==> src/rtl/risc_pkg.sv <==
// ============================================================================
// Module : risc_pkg
// Brief  : Shared types, funct3 encodings and helpers for the load/store unit.
// Rev    : 1.0  initial release
// ============================================================================
`default_nettype none

package risc_pkg;

    typedef enum logic [1:0] {
        IDLE = 2'd0,
        REQ  = 2'd1,
        WAIT = 2'd2,
        DONE = 2'd3
    } lsu_state_t;

    typedef enum logic [1:0] {
        SZ_B = 2'd0,
        SZ_H = 2'd1,
        SZ_W = 2'd2
    } mem_size_t;

    localparam logic [2:0] F3_B  = 3'b000;
    localparam logic [2:0] F3_H  = 3'b001;
    localparam logic [2:0] F3_W  = 3'b010;
    localparam logic [2:0] F3_BU = 3'b100;
    localparam logic [2:0] F3_HU = 3'b101;

    function automatic mem_size_t f3_size(input logic [2:0] f3);
        if (f3[1])      return SZ_W;
        else if (f3[0]) return SZ_H;
        else            return SZ_B;
    endfunction

    // Unsigned variants only exist for loads.
    function automatic logic f3_legal(input logic [2:0] f3, input logic we);
        case (f3)
            F3_B, F3_H, F3_W: return 1'b1;
            F3_BU, F3_HU:     return !we;
            default:          return 1'b0;
        endcase
    endfunction

    function automatic logic f3_misaligned(input logic [2:0] f3, input logic [1:0] addr_lo);
        case (f3_size(f3))
            SZ_H:    return addr_lo[0];
            SZ_W:    return addr_lo != 2'b00;
            default: return 1'b0;
        endcase
    endfunction

endpackage

`default_nettype wire

==> src/rtl/lsu_align.sv <==
// ============================================================================
// Module : lsu_align
// Brief  : Combinational store byte-lane generation and load extract/extend.
// Rev    : 1.0  initial release
// ============================================================================
`default_nettype none

module lsu_align
    import risc_pkg::*;
(
    input  logic [2:0]  funct3,
    input  logic [1:0]  addr_lo,
    input  logic [31:0] store_data,
    input  logic [31:0] load_word,
    output logic [3:0]  be,
    output logic [31:0] lane_wdata,
    output logic [31:0] load_data
);

    mem_size_t   size;
    logic [1:0]  off;
    logic [31:0] shifted;

    always_comb begin
        size       = f3_size(funct3);
        off        = 2'b00;
        be         = 4'b1111;
        lane_wdata = store_data;
        // Low address bits below the access size are ignored, not trapped, here.
        case (size)
            SZ_B: begin
                off        = addr_lo;
                be         = 4'b0001 << off;
                lane_wdata = {4{store_data[7:0]}};
            end
            SZ_H: begin
                off        = {addr_lo[1], 1'b0};
                be         = 4'b0011 << off;
                lane_wdata = {2{store_data[15:0]}};
            end
            default: begin
                off        = 2'b00;
                be         = 4'b1111;
                lane_wdata = store_data;
            end
        endcase

        shifted   = load_word >> {off, 3'b000};
        load_data = shifted;
        case (size)
            SZ_B:    load_data = funct3[2] ? {24'd0, shifted[7:0]}
                                           : {{24{shifted[7]}}, shifted[7:0]};
            SZ_H:    load_data = funct3[2] ? {16'd0, shifted[15:0]}
                                           : {{16{shifted[15]}}, shifted[15:0]};
            default: load_data = shifted;
        endcase
    end

endmodule

`default_nettype wire

==> src/rtl/load_store_unit.sv <==
// ============================================================================
// Module : load_store_unit
// Brief  : RV32I load/store unit with req/gnt/rvalid memory handshake,
//          core stall and register-file writeback. Optional macro
//          LSU_MISALIGN_TRAP_EN turns misaligned H/W accesses into errors.
// Rev    : 1.0  initial release
// ============================================================================
`default_nettype none

module load_store_unit
    import risc_pkg::*;
#(
    parameter int TIMEOUT_CYC = 16
) (
    input  logic        clk,
    input  logic        reset,
    input  logic        req_valid,
    output logic        req_ready,
    input  logic        req_we,
    input  logic [2:0]  req_funct3,
    input  logic [31:0] req_addr,
    input  logic [31:0] req_wdata,
    input  logic [4:0]  req_rd,
    output logic        stall,
    output logic        mem_req,
    output logic        mem_we,
    output logic [31:0] mem_addr,
    output logic [31:0] mem_wdata,
    output logic [3:0]  mem_be,
    input  logic        mem_gnt,
    input  logic        mem_rvalid,
    input  logic [31:0] mem_rdata,
    output logic        rf_wr_en,
    output logic [4:0]  rf_rd_addr,
    output logic [31:0] rf_wr_data,
    output logic        err
);

    localparam int CNT_W = (TIMEOUT_CYC > 2) ? $clog2(TIMEOUT_CYC) : 1;

    lsu_state_t       state, state_nxt;
    logic [CNT_W-1:0] cnt;
    logic [2:0]       funct3_q;
    logic [1:0]       addr_lo_q;
    logic             we_q, err_q, wb_q;
    logic             accept, bad_req, timeout, timeout_hit, capture;
    logic [2:0]       sel_funct3;
    logic [1:0]       sel_addr_lo;
    logic [3:0]       be;
    logic [31:0]      lane_wdata, load_data;

    assign req_ready = (state == IDLE) && !reset;
    assign stall     = ((state == IDLE) && req_valid) || (state == REQ) || (state == WAIT);
    assign accept    = req_valid && req_ready;

`ifdef LSU_MISALIGN_TRAP_EN
    assign bad_req = !f3_legal(req_funct3, req_we) || f3_misaligned(req_funct3, req_addr[1:0]);
`else
    assign bad_req = !f3_legal(req_funct3, req_we);
`endif

    assign timeout     = (cnt == CNT_W'(TIMEOUT_CYC - 1));
    assign timeout_hit = timeout && (((state == REQ) && !mem_gnt) || ((state == WAIT) && !mem_rvalid));
    assign capture     = !we_q && mem_rvalid && (((state == REQ) && mem_gnt) || (state == WAIT));

    // Store lanes come from the live request; load extraction from the latched one.
    assign sel_funct3  = (state == IDLE) ? req_funct3    : funct3_q;
    assign sel_addr_lo = (state == IDLE) ? req_addr[1:0] : addr_lo_q;

    lsu_align u_align (
        .funct3     (sel_funct3),
        .addr_lo    (sel_addr_lo),
        .store_data (req_wdata),
        .load_word  (mem_rdata),
        .be         (be),
        .lane_wdata (lane_wdata),
        .load_data  (load_data)
    );

    always_ff @(posedge clk or posedge reset) begin
        if (reset) state <= IDLE;
        else       state <= state_nxt;
    end

    always_comb begin
        state_nxt = state;
        case (state)
            IDLE: if (accept) state_nxt = bad_req ? DONE : REQ;
            REQ: begin
                if (mem_gnt) begin
                    if (we_q || mem_rvalid) state_nxt = DONE;
                    else                    state_nxt = WAIT;
                end else if (timeout) begin
                    state_nxt = DONE;
                end
            end
            WAIT:    if (mem_rvalid || timeout) state_nxt = DONE;
            default: state_nxt = IDLE;
        endcase
    end

    always_ff @(posedge clk or posedge reset) begin
        if (reset) begin
            cnt        <= '0;
            funct3_q   <= 3'd0;
            addr_lo_q  <= 2'd0;
            we_q       <= 1'b0;
            err_q      <= 1'b0;
            wb_q       <= 1'b0;
            mem_req    <= 1'b0;
            mem_we     <= 1'b0;
            mem_addr   <= 32'd0;
            mem_wdata  <= 32'd0;
            mem_be     <= 4'd0;
            rf_rd_addr <= 5'd0;
            rf_wr_data <= 32'd0;
        end else begin
            if ((state_nxt != state) && ((state_nxt == REQ) || (state_nxt == WAIT)))
                cnt <= '0;
            else if ((state == REQ) || (state == WAIT))
                cnt <= cnt + CNT_W'(1);

            if (accept) begin
                funct3_q   <= req_funct3;
                addr_lo_q  <= req_addr[1:0];
                we_q       <= req_we;
                rf_rd_addr <= req_rd;
                err_q      <= bad_req;
                wb_q       <= 1'b0;
                if (!bad_req) begin
                    mem_req   <= 1'b1;
                    mem_we    <= req_we;
                    mem_addr  <= {req_addr[31:2], 2'b00};
                    mem_wdata <= lane_wdata;
                    mem_be    <= be;
                end
            end else begin
                if ((state == REQ) && (mem_gnt || timeout))
                    mem_req <= 1'b0;
                if (timeout_hit)
                    err_q <= 1'b1;
                if (capture) begin
                    rf_wr_data <= load_data;
                    wb_q       <= (rf_rd_addr != 5'd0);
                end
            end
        end
    end

    assign rf_wr_en = (state == DONE) && wb_q;
    assign err      = (state == DONE) && err_q;

endmodule

`default_nettype wire

==> config.mk <==
export PLATFORM = sky130hd
export DESIGN_NAME = load_store_unit
export DESIGN_NICKNAME = d
export VERILOG_FILES = /design/src/rtl/risc_pkg.sv /design/src/rtl/lsu_align.sv /design/src/rtl/load_store_unit.sv
export SDC_FILE = /design/constraint.sdc
export NUM_CORES = 1
export LEC_CHECK = 0
export CAP_MARGIN = 15
export CORE_ASPECT_RATIO = 1.2
export CORE_MARGIN = 2
export CORE_UTILIZATION = 41
export CTS_BUF_LIST = sky130_fd_sc_hd__clkbuf_4 sky130_fd_sc_hd__clkbuf_8
export DETAILED_ROUTE_END_ITERATION = 7
export PLACE_DENSITY_LB_ADDON = 0.08
export REMOVE_ABC_BUFFERS = 1
export SLEW_MARGIN = 0
export SYNTH_ARGS = -nofsm -noshare
export SYNTH_HDL_FRONTEND = slang
export SYNTH_SLANG_ARGS = --single-unit
==> constraint.sdc <==
create_clock -name clk -period 4.1 [get_ports clk]
set_input_delay 0.82 -clock clk [delete_from_list [all_inputs] [get_ports clk]]
set_output_delay 0.82 -clock clk [all_outputs]
set_load 0.05 [all_outputs]
### Word level (Yosys, flattened, before mapping)

Cells that the tools add are included.

| storage, ports and cells | value |
|---|---|
| memory bits (writable) | 0 |
| input port bits | 110 |
| bits in read-only memories | 0 |
| output and inout bits | 111 |
| memories | 0 |
| bits in latches | 0 |
| register bits after elaboration | 119 |

| operators by class | value |
|---|---|
| multiply operators | 0 |
| magnitude comparators | 0 |
| muxes and demuxes | 27 |
| reduce and logical (&&, ||, !) cells | 41 |
| shift operators | 3 |
| bitwise operators | 1 |
| divide/modulo/power cells | 0 |
| add/sub/neg operators | 1 |
| equal/unequal tests | 13 |

Operators by type and width:

| operator | count |
|---|---|
| 32-bit case mux with 2 select lines | 2 |
| 32-bit 2-to-1 mux | 2 |
| 32-bit by 5-bit >> shifter with 32-bit output | 1 |
| 2-bit 2-to-1 mux | 7 |
| 1-bit logical AND | 13 |
| 1-bit logical OR | 9 |
| 1-bit 2-to-1 mux | 9 |
| 4-bit 2-to-1 mux | 2 |
| 4-bit case mux with 2 select lines | 1 |
| 2-bit nonzero test | 4 |
| 2-bit by 1-bit == test with 1-bit output, second input constant | 3 |
| 2-bit == test, second input constant | 3 |
| 3-bit == test, second input constant | 2 |
| 1-bit zero test | 6 |
| 2-bit case mux with 3 select lines | 1 |
| 2-bit AND reduction | 3 |
| 5-bit nonzero test | 1 |
| 4-bit by 1-bit adder with 4-bit output, second input constant | 1 |
| 4-bit == test, second input constant | 1 |
| 2-bit zero test | 2 |
| 2-bit case mux with 2 select lines | 1 |
| 1-bit by 2-bit << shifter with 4-bit output, first input constant | 1 |
| 2-bit by 2-bit << shifter with 4-bit output, first input constant | 1 |
| 3-bit by 1-bit == test with 1-bit output, second input constant | 1 |
| 9 further kinds | 9 |

### Longest topological paths before layout

| logic depth | value |
|---|---|
| depth in word-level cells | 10 |
| gate-level depth with buffers | 10 |
| gate-level depth less buffers | 7 |

### Modules after synthesis

A second synthesis with hierarchy kept.

| unflattened totals | value |
|---|---|
| cell total of the unflattened synthesis | 481 |
| area, all modules | 6057.1 µm² |

Modules (own cells, without submodules):

| module | times used | seq. area each (µm²) | cells each | area each (µm²) |
|---|---|---|---|---|
| load_store_unit | 1 | 2977.9 | 338 | 4946.0 |
| lsu_align | 1 | 0.0 | 143 | 1111.1 |

### Least setup slack after synthesis

Ideal clock, no wire load.

| timing | value |
|---|---|
| kind | register to output |
| start | register state[0] |
| end | output req_ready |
| path slack | 1438 ps |
| cell stages (with the launch flop) | 6 |
| arrival time | 1842 ps |
| buffers on the path | 2 |
| cell sequence | dfrtp_1 > inv_1 > ha_1 > buf_4 > buf_2 > nor2b_1 |

| between the ends | value |
|---|---|
| cells in the longest elaborated chain, start to end | 2 |

RTL lines:

| element | line | text |
|---|---|---|
| start, declared | load_store_unit.sv:41 | `lsu_state_t state, state_nxt;` |
| start signal, assigned | load_store_unit.sv:82 | `else state <= state_nxt;` |
| 2-bit zero test | load_store_unit.sv:52 | `assign req_ready = (state == IDLE) && !reset;` |
| 1-bit logical AND | load_store_unit.sv:52 |  |
| end, declared | load_store_unit.sv:18 | `output logic req_ready,` |

No other way between the ends.

### Final worst setup path

| timing | value |
|---|---|
| start | register state[1] |
| end | output stall |

| between the ends | value |
|---|---|
| cells in the longest elaborated chain, start to end | 4 |
| elaborated cells between the ends (all ways) | 6 |
| those cells by class | 2 x eq/ne; 4 x reduce/logical |

RTL lines:

| element | line | text |
|---|---|---|
| 2-bit zero test | load_store_unit.sv:53 | `assign stall = ((state == IDLE) && req_valid) \|\| (state == REQ) \|\| (state == WAIT);` |
| 1-bit logical AND | load_store_unit.sv:53 |  |
| 1-bit logical OR | load_store_unit.sv:53 |  |
| 1-bit logical OR (*) | load_store_unit.sv:53 |  |
| end, declared | load_store_unit.sv:24 | `output logic stall,` |

Mark *: on every way between the ends. The rest lies on a longest branch, timed or not.

==> metrics <==
insertion delay of the later-clocked pin in the worst-skew pair=0.43 ns; overall global routing resource usage=a little over a fifth; wire length of the first global-routing pass=23.8 mm; total of endpoints with negative setup slack in the final report=0; post-synth design cell area=5560 µm²; dominant synthesized flop cell=dfrtp_1; Clock Pin Slew Worst Setup and Hold Paths=0.07 ns; final-stage net count=832; RSZ-0062 raised after global routing=false; library cell contributing the largest single delay on the critical path=clkdlybuf4s50_1; static leakage=3.64 nW; root buffer cell=clkbuf_8; average size of a mapped cell=11.2 µm²; filler-free cell count of the finished design=between 800 and 900; launch instance of the worst register-to-register path=state[1]$_DFF_PP0_; minimum setup slack among reg-to-reg paths=1.33 ns; DIE WIDTH=roughly 110 µm; placed wire-length estimate=around 11 mm; final-report hold violation count=0; flops & latches, synth=119; DRC violation count after routing=0; proportion of netlist area held by the largest area contributor=53.6%; Remaining Overflow, GRT=0; share of synthesized registers carrying an async set or reset=100%; Port Buf Inserts=218; drt pass-1 iters=4; largest vdd supply drop=500 µV; post-synthesis cell type with the largest combined area=dfrtp_1; tightest slew margin relative to the limit=43.2%; Diodes inserted=0; buffers inserted by post-CTS timing repair=0; Initial Utilization=42.0%; number of antenna violations at the first check in global routing=0; number of sinks driven by the clock tree=119; count of placed standard cells including taps=between 800 and 900; status=finished, final reports clean; number of slew-limit violations in the final report=0; Synth Warn #=0; Avg Vias per Cell=5.10; instance count of the mapped netlist=498; post-route setup TNS=0 ns; Post-synth EDFFs=0; Worst Setup EP=stall; critical path start-end classification=reg -> out; Placer Congestion=0.827; Post-Route WL=roughly 15 mm; data required time of the critical path=around 3.3 ns; # H-tree levels=4; Maximum Capacitance Violations=0; CP Data Arrival Time=2.49 ns; sequential cell area fraction in the yosys report=53.6%; die area=approximately 15,000 µm²; top fanout value on the critical path=22; most common library cell in the layout ignoring fill and taps=clkdlybuf4s50_1; Area Growth Syn to Fin=48.8%; worst hold-check path type=reg -> reg; pin slew with the least headroom to its limit=0.852 ns; vias in the first global route=4,816; CTS tree=done; power density of the placed cells=950 nW/µm²; antenna violation net count after detailed routing=0; number of distinct standard cells referenced by the synthesized netlist=51; CORE AREA=13,200 µm²; Filler Cell Count=1,118; Achievable Freq=0.303 GHz; clock buffer count from CTS=17; Final min period=between 3 and 4 ns; WL/cell=16.8 µm; crit path launch=state[1]$_DFF_PP0_; ordered cell list for the critical path=inv_1 > ha_1 > buf_4 > nand2_1 > nand3_1 > clkdlybuf4s50_1; DRC marker count from the first detailed-route iteration=168; vertical die dimension=132 µm; endpoint kind of the worst setup timing path=output pin; Crit Reg-Reg Endpoint=rf_wr_data[6]$_DFFE_PP0P_; fraction of final layout cells with drive strength greater than 1=14.8%; maximum number of pins on one net before global-route repair=95; number of gates given a new drive strength after cts=0; CP peak stage delay=0.80 ns; cts-stage hold buffer count=0; leading post-synthesis cells by cell area=dfrtp_1 54%, mux2_2 9.5%, mux2i_1 7.2%, nand2_1 5.9%, o21ai_0 3.0%; final worst-path cycle share=80.6%; number of primary I/O pins=221; num rows=46; type of element launching the critical path=register; length in cells of the worst reg-to-reg path=9; largest clock skew in the final design=0.0119 ns; routed via count=4,570; maximum root-to-sink buffer count=2; commonest cells after routing, fill and taps aside=218 x clkdlybuf4s50_1, 119 x dfrtp_1, 88 x nand2_1
## per-stage QoR
step	setup slack (ns)	utilization [%]	hold WS [ns]	area (µm²)	total power, mW
2_1_floorplan	-0.379	-	0.466	5420	5.29
3_3_place_gp	0.970	59.7	0.463	7910	6.86
3_5_place_dp	0.875	59.7	0.470	7910	6.95
4_1_cts	0.767	62.5	0.485	8270	7.95
5_1_grt	0.619	62.5	0.504	8270	8.29
6_report	0.795	62.5	0.480	8270	7.86
## routing by layer
| layer | GRT usage [%] | vias to the layer above | wire, µm |
|---|---|---|---|
| met3 | 10.5 | 14 | 1380 |
| met5 | 0 | - | 0 |
| met1 | 23.7 | 2219 | 5910 |
| li1 | - | 2182 | - |
| met2 | 35.6 | 155 | 7550 |
| met4 | 5.49 | 0 | 172 |
## area by class of cell
cell class / count / area (µm²) / share of cell area, %
multi-input combinational: 347 / 2440 / 29.5
clock buffer: 19 / 255 / 3.09
tap: 168 / 210 / 2.54
inverter: 5 / 21.3 / 0.257
sequential: 119 / 2980 / 36.0
timing repair buffer: 225 / 2260 / 27.3
clock inverter: 13 / 106 / 1.29
## worst min-delay path by stage
stage	from	end	slack [ns]	cells after the start
floorplan	addr_lo_q[1]$_DFFE_PP0P_	addr_lo_q[1]$_DFFE_PP0P_	0.47	2
CTS	mem_wdata[17]$_DFFE_PP0P_	mem_wdata[17]$_DFFE_PP0P_	0.49	2
finish	mem_wdata[31]$_DFFE_PP0P_	mem_wdata[31]$_DFFE_PP0P_	0.48	2
global route	mem_wdata[21]$_DFFE_PP0P_	mem_wdata[21]$_DFFE_PP0P_	0.50	2
detailed placement	mem_wdata[17]$_DFFE_PP0P_	mem_wdata[17]$_DFFE_PP0P_	0.47	2
global placement	mem_wdata[27]$_DFFE_PP0P_	mem_wdata[27]$_DFFE_PP0P_	0.46	2
## synth_stat cells, types with 7 or more instances
cell and count:
a222oi_1 8, buf_2 9, o22a_1 8, a21oi_1 10, nand2_1 88, mux2_2 47, nor2_1 31, clkbuf_1 11
a21oi_2 10, ha_1 7, mux2i_1 40, o21ai_0 33, dfrtp_1 119
## power by group
part	leakage [nW]	total (mW)	internal (mW)	switching (mW)
clock network	0.177	0.979	0.495	0.484
registers	1.44	2.09	1.75	0.341
logic	2.02	4.79	1.73	3.06
total	3.64	7.86	3.97	3.89
## flip-flops by register name (all words and copies together) (netlist names), 2 cells and up
register / flops
mem_addr: 30
mem_wdata: 32
rf_rd_addr: 5
rf_wr_data: 32
mem_be: 4
cnt: 4
funct3_q: 3
addr_lo_q: 2
state: 2
## kinds of logic (layout without fill, tap and decap cells)
logic type / count (synthesis) / count (layout) / synth area share, %
simple gates: 164 / 164 / 13.8
flops: 119 / 119 / 53.6
mux: 87 / 87 / 16.7
compound gates: 84 / 84 / 10.9
buf+inv: 33 / 262 / 2.84
fa+ha+maj: 7 / 7 / 1.58
xor+xnor: 3 / 3 / 0.473
other cells: 1 / 2 / 0.0675
## critical path, delay by kind of cell (launching register included)
family | cells | cell delay [ns]
adder cells (fa/ha/maj) | 1 | 0.17
buffers and inverters | 3 | 1.21
flip-flops | 1 | 0.48
AND/OR/NAND/NOR | 2 | 0.20
(Power assumes the default switching activity.)
==> patch 1 (same flow settings) <==
Set the parameter `TIMEOUT_CYC` to 32 (it was 16).
--- a/src/rtl/load_store_unit.sv
+++ b/src/rtl/load_store_unit.sv
@@ -10,7 +10,7 @@
 module load_store_unit
     import risc_pkg::*;
 #(
-    parameter int TIMEOUT_CYC = 16
+    parameter int TIMEOUT_CYC = 32
 ) (
     input  logic        clk,
     input  logic        reset,
Behaviour: same outputs for any inputs over 4 cycles, from zero or initial values and one cycle with reset high; that may be too few to reach the edited logic, so the function may still have changed.
==> patch 1 against the unedited design <==
Via count rose by 1.9%. Synthesized area fell by 0.11%. Power rose by 2.4%. Hold slack got worse by 0.0013 ns. Cell area rose by 0.83%. Worst setup slack got worse by 0.36 ns. Sequential cell count rose by 1. Routed wire length rose by 2.5%. Critical path depth fell by 1. Critical path type unchanged.
==> patch 1: results (changes against the unedited design) <==
Worst setup path
  – CP arrival: 2.85 ns (+0.36 ns)
  – CP Max Fanout: 24 (+9.1%)
  – Terminus of the critical flop-to-flop path: rf_wr_data[31]
  – Flop2flop setup slack: 0.92 ns (-0.41 ns)
  – Worst setup path start: state[0]
  – Number of cells on the worst reg-to-reg path: 7 (-2)

Yosys
  – YS warnings: 0 (unchanged)
  – Ranking of synthesized cells by area: dfrtp_1 (54%), mux2_2 (9.5%), nand2_1 (6.5%)
  – Synth top cells by count: dfrtp_1 (120), nand2_1 (96), mux2_2 (47)
  – Synth unique cells: 53 (+3.9%)
  – Avg Cell Area, Syn: 10.9 µm² (-2.1%)
  – Sequential area share after synthesis: 54.1% (+0.51 points)

STA
  – Final Skew: 0.0116 ns (-0.000297 ns)
  – Worst slew pin tran: 0.858 ns (+0.00536 ns)
  – Fin Hold WS: 0.479 ns (-0.00127 ns)

Route
  – TritonRoute pass-1 iters: 4 (unchanged)
  – Starting DRT DRC Count: 189 (+13%)
  – Routed length per placed instance: 17.0 µm (+1.3%)
  – Vias per cell: 5.14 (+0.82%)

GRT
  – Global-route wire length before repair: 24500 µm (+3.0%)
  – Vias in the first global route: 4904 (+1.8%)
  – Global Route Usage Sum: 22.0% (+0.73 points)
  – Largest net degree at the start of global routing: 96 (+1.1%)

Layout
  – Top flop regs: mem_wdata (32), rf_wr_data (32), mem_addr (30)
  – Fin cells: 906 (+1.1%)
  – Layout cell share with drive strength beyond 1: 13.1% (-1.7 points)
  – Post-layout nets: 844 (+1.4%)

Placed design
  – Dpl hpwl: 11300 µm (+6.0%)
  – Placer Congestion: 0.788 (-4.6%)
  – Post-placement setup slack: 0.778 ns (-0.0969 ns)
  – Area after DPL: 0.00789 mm² (-0.27%)
  – Input/output buffers: 218 (unchanged)
  – Post-Place Cells: 875 (+1.3%)

CTS
  – Clk root buf: clkbuf_8
  – Post-CTS Resized: 0 (unchanged)
  – Clk slew on worst S/H paths: 0.07 ns (about the same)

Outcome
  – Status: finished clean

Worst hold path
  – Hold Path Depth: 2 (unchanged)
  – HP Start: mem_wdata[28]
  – Hold endpoint: mem_wdata[28]

Pwr
  – Leakage power: 3.69 nW (+1.5%)
  – Peak supply drop: 0.468 mV (-6.4%)
patch 1: cell families (layout without fill, tap and decap cells):
group           count (synthesis)  in the layout  synth area share (%)
compound gates                 95             95                  11.4
xor+xnor                        3              3                 0.473
fa+ha+maj                       8              8                  1.80
buf+inv                        34            263                  3.18
flops                         120            120                  54.1
mux                            80             80                  15.5
other cells                     1              2                0.0675
simple gates                  167            167                  13.5
patch 1: worst max-delay path by stage:
stage	endpoint	slack [ns]	cells past startpoint
after global placement	rf_wr_data[16]	0.87	7
after floorplan	mem_addr[10]	-0.27	5
after global routing	stall	0.24	5
final	stall	0.43	5
after CTS	stall	0.37	5
after detailed placement	rf_wr_data[31]	0.78	7
patch 1: final cells by class:
type | count | area, µm²
clock inverters | 7 | 140
repair buffers | 227 | 2260
flip-flops and latches | 120 | 3000
clock buffers | 24 | 312
multi-input cells | 355 | 2390
inverters | 5 | 21.3
fillers | 1153 | 4900
well taps | 168 | 210
patch 1: critical path, stage by stage (launching register included):
cell	delay (ns)
dfrtp_1	0.47
inv_1	0.16
ha_1	0.69
nand2_1	0.16
nand3_1	0.13
clkdlybuf4s50_1	0.80
patch 1: power by group:
part	leakage (nW)	internal [W]	switching, W	total (W)
Combinational	2.00	0.00169	0.00307	0.00477
Clock	0.226	0.000744	0.000449	0.00119
Sequential	1.46	0.00176	0.000331	0.00209
Total	3.69	0.00420	0.00385	0.00805
patch 1: per-layer routing:
metal / routed length (µm) / GRT usage (%) / share of wire [%] / vias to the layer above
li1: - / - / - / 2218
met3: 1180 / 7.94 / 7.7 / 18
met2: 7870 / 37.7 / 51 / 148
met5: 0 / 0 / 0 / -
met4: 209 / 6.18 / 1.4 / 0
met1: 6120 / 25.5 / 40 / 2275
==> patch 2 (config.mk and constraints unchanged) <==
Made on the original files. The 4 states of `lsu_state_t` get a Gray code encoding in 2 bits.
--- a/src/rtl/risc_pkg.sv
+++ b/src/rtl/risc_pkg.sv
@@ -8,10 +8,10 @@
 package risc_pkg;
 
     typedef enum logic [1:0] {
-        IDLE = 2'd0,
-        REQ  = 2'd1,
-        WAIT = 2'd2,
-        DONE = 2'd3
+        IDLE = 2'b00,
+        REQ  = 2'b01,
+        WAIT = 2'b11,
+        DONE = 2'b10
     } lsu_state_t;
 
     typedef enum logic [1:0] {
Behaviour: same outputs for any inputs over 4 cycles, from zero or initial values and one cycle with reset high; so few cycles prove little.
==> patch 2 against the unedited design <==
Synthesized area rose by 2.1%. Worst setup slack gained 0.039 ns. Cell area grew 1.7%. Power decreased by 16%. Routed wire length grew 13%. Sequential share of layout area down 0.61 points. Largest cell class unchanged. Largest power group unchanged. Register-to-register slack worse by 0.07 ns. Sequential cell count is the same. Critical path depth shrank 3.
==> patch 2: results (changes against the unedited design) <==
Placed design
  – Post-placement setup slack: 0.847 ns (-0.0279 ns)
  – Placer Congestion: 0.803 (-2.9%)
  – Area after DPL: 0.00801 mm² (+1.3%)
  – Dpl hpwl: 12000 µm (+12%)
  – Input/output buffers: 218 (unchanged)

Route
  – TritonRoute pass-1 iters: 5 (+1)
  – Highest metal used: met4
  – Starting DRT DRC Count: 271 (+61%)
  – Metal2 WL: 8450 µm (+12%)
  – Post-Route M1 WL: 6640 µm (+12%)
  – Vias: 4886 (+6.9%)
  – WL met3: 1570 µm (+13%)
  – Routed wire length: 16900 µm (+13%)

Worst setup path
  – CP arrival: 2.45 ns (-0.04 ns)
  – CP Max Fanout: 12 (-45%)
  – Flop2flop setup slack: 1.26 ns (-0.07 ns)

Outcome
  – Status: finished clean

GRT
  – Global routing met3 resource utilization: 9.39% (-1.1 points)
  – Met2 Usage GRT: 37.9% (+2.3 points)
  – Global-route wire length before repair: 26900 µm (+13%)
  – Global Route Usage Sum: 22.9% (+1.7 points)
  – GR Util met1: 27.2% (+3.5 points)
  – Vias in the first global route: 5104 (+6.0%)
  – Initial antenna violation count: 0 (unchanged)
  – Largest net degree at the start of global routing: 59 (-38%)

STA
  – Final Worst Setup Slack: 0.834 ns (+0.0387 ns)
  – Final Skew: 0.0171 ns (+0.00518 ns)
  – Fin Hold WS: 0.477 ns (-0.00277 ns)
  – Worst slew margin: 33.6% (-9.6 points)

Yosys
  – Synth unique cells: 56 (+9.8%)
  – Post-synthesis compound-gate area fraction: 18.5% (+7.6 points)
  – Post-synthesis adder-cell area fraction: 0.220% (-1.4 points)
  – Post-synthesis mux area share: 17.3% (+0.60 points)
  – Synth top cells by count: dfrtp_1 (119), o21ai_0 (53), mux2_2 (51)
  – Sequential area share after synthesis: 52.5% (-1.1 points)
  – Ranking of synthesized cells by area: dfrtp_1 (52%), mux2_2 (10%), mux2i_1 (6.7%)
  – Post-Synth XOR/XNOR Area: 0.463% (-0.0098 points)

Pwr
  – Leakage power: 3.49 nW (-4.0%)
  – Peak supply drop: 0.529 mV (+5.7%)
  – Net Sw Power: 0.00309 W (-21%)

Layout
  – Post-layout nets: 808 (-2.9%)
  – Layout cell share with drive strength beyond 1: 15.8% (+0.96 points)
  – FILL cells: 1162 (+3.9%)
  – Top flop regs: mem_wdata (32), rf_wr_data (32), mem_addr (30)
  – Ant diodes: 0 (unchanged)

CTS
  – Clock latency on the worst-skew pair: 0.44 ns
  – Number of buffers created by CTS: 17 (unchanged)
  – Clk slew on worst S/H paths: 0.07 ns (about the same)
  – Setup Buffers After CTS: 0 (unchanged)

Worst hold path
  – Worst hold path type: reg2reg
[patch 2: cell types whose count changed after synthesis, moves of 9 or more]
| cell | before | now |
|---|---|---|
| a21oi_2 | 10 | 0 |
| a221oi_1 | 0 | 15 |
| o211ai_1 | 1 | 24 |
| nand2_1 | 88 | 30 |
| clkbuf_1 | 11 | 23 |
| o21ai_0 | 33 | 53 |
| a22oi_1 | 0 | 9 |
[patch 2: critical path, cell delays in order, from the launching register on]
cell             delay, ns
dfrtp_1               0.57
or2_1                 0.48
nor2_1                0.14
clkdlybuf4s50_1       0.81
[patch 2: layout make-up]
class	instances	area, µm²	share of cell area [%]
clock buffer	22	278	3.30
clock inverter	9	126	1.50
inverter	5	21.3	0.253
timing repair buffer	229	2290	27.2
tap	171	214	2.54
multi-input combinational	325	2500	29.8
sequential	119	2980	35.4
[patch 2: path summary, 6_finish.rpt]
kind                               start              to  cells after the start
min in group asynchronous          reset   rf_rd_addr[4]                      2
max in group asynchronous          reset  rf_wr_data[30]                      4
hold / removal             mem_wdata[10]   mem_wdata[10]                      2
setup / recovery                state[0]       req_ready                      3
hold reg to reg            mem_wdata[10]   mem_wdata[10]                      2
setup reg to reg                state[0]  rf_wr_data[16]                      5
[patch 2: power groups by stage]
stage                     clock network [W]  registers [W]  logic (W)
after floorplan                           0        0.00343   0.000808
after global placement                    0        0.00195    0.00354
after detailed placement                  0        0.00198    0.00358
after CTS                           0.00114        0.00197    0.00359
after global routing                0.00119        0.00202    0.00373
final                               0.00112        0.00196    0.00356
[patch 2: per-stage QoR]
stage	cells	utilization, %
final	880	61.7
after global routing	880	61.7
after CTS	880	61.7
after detailed placement	849	58.7
after global placement	849	58.7
after floorplan	449	-
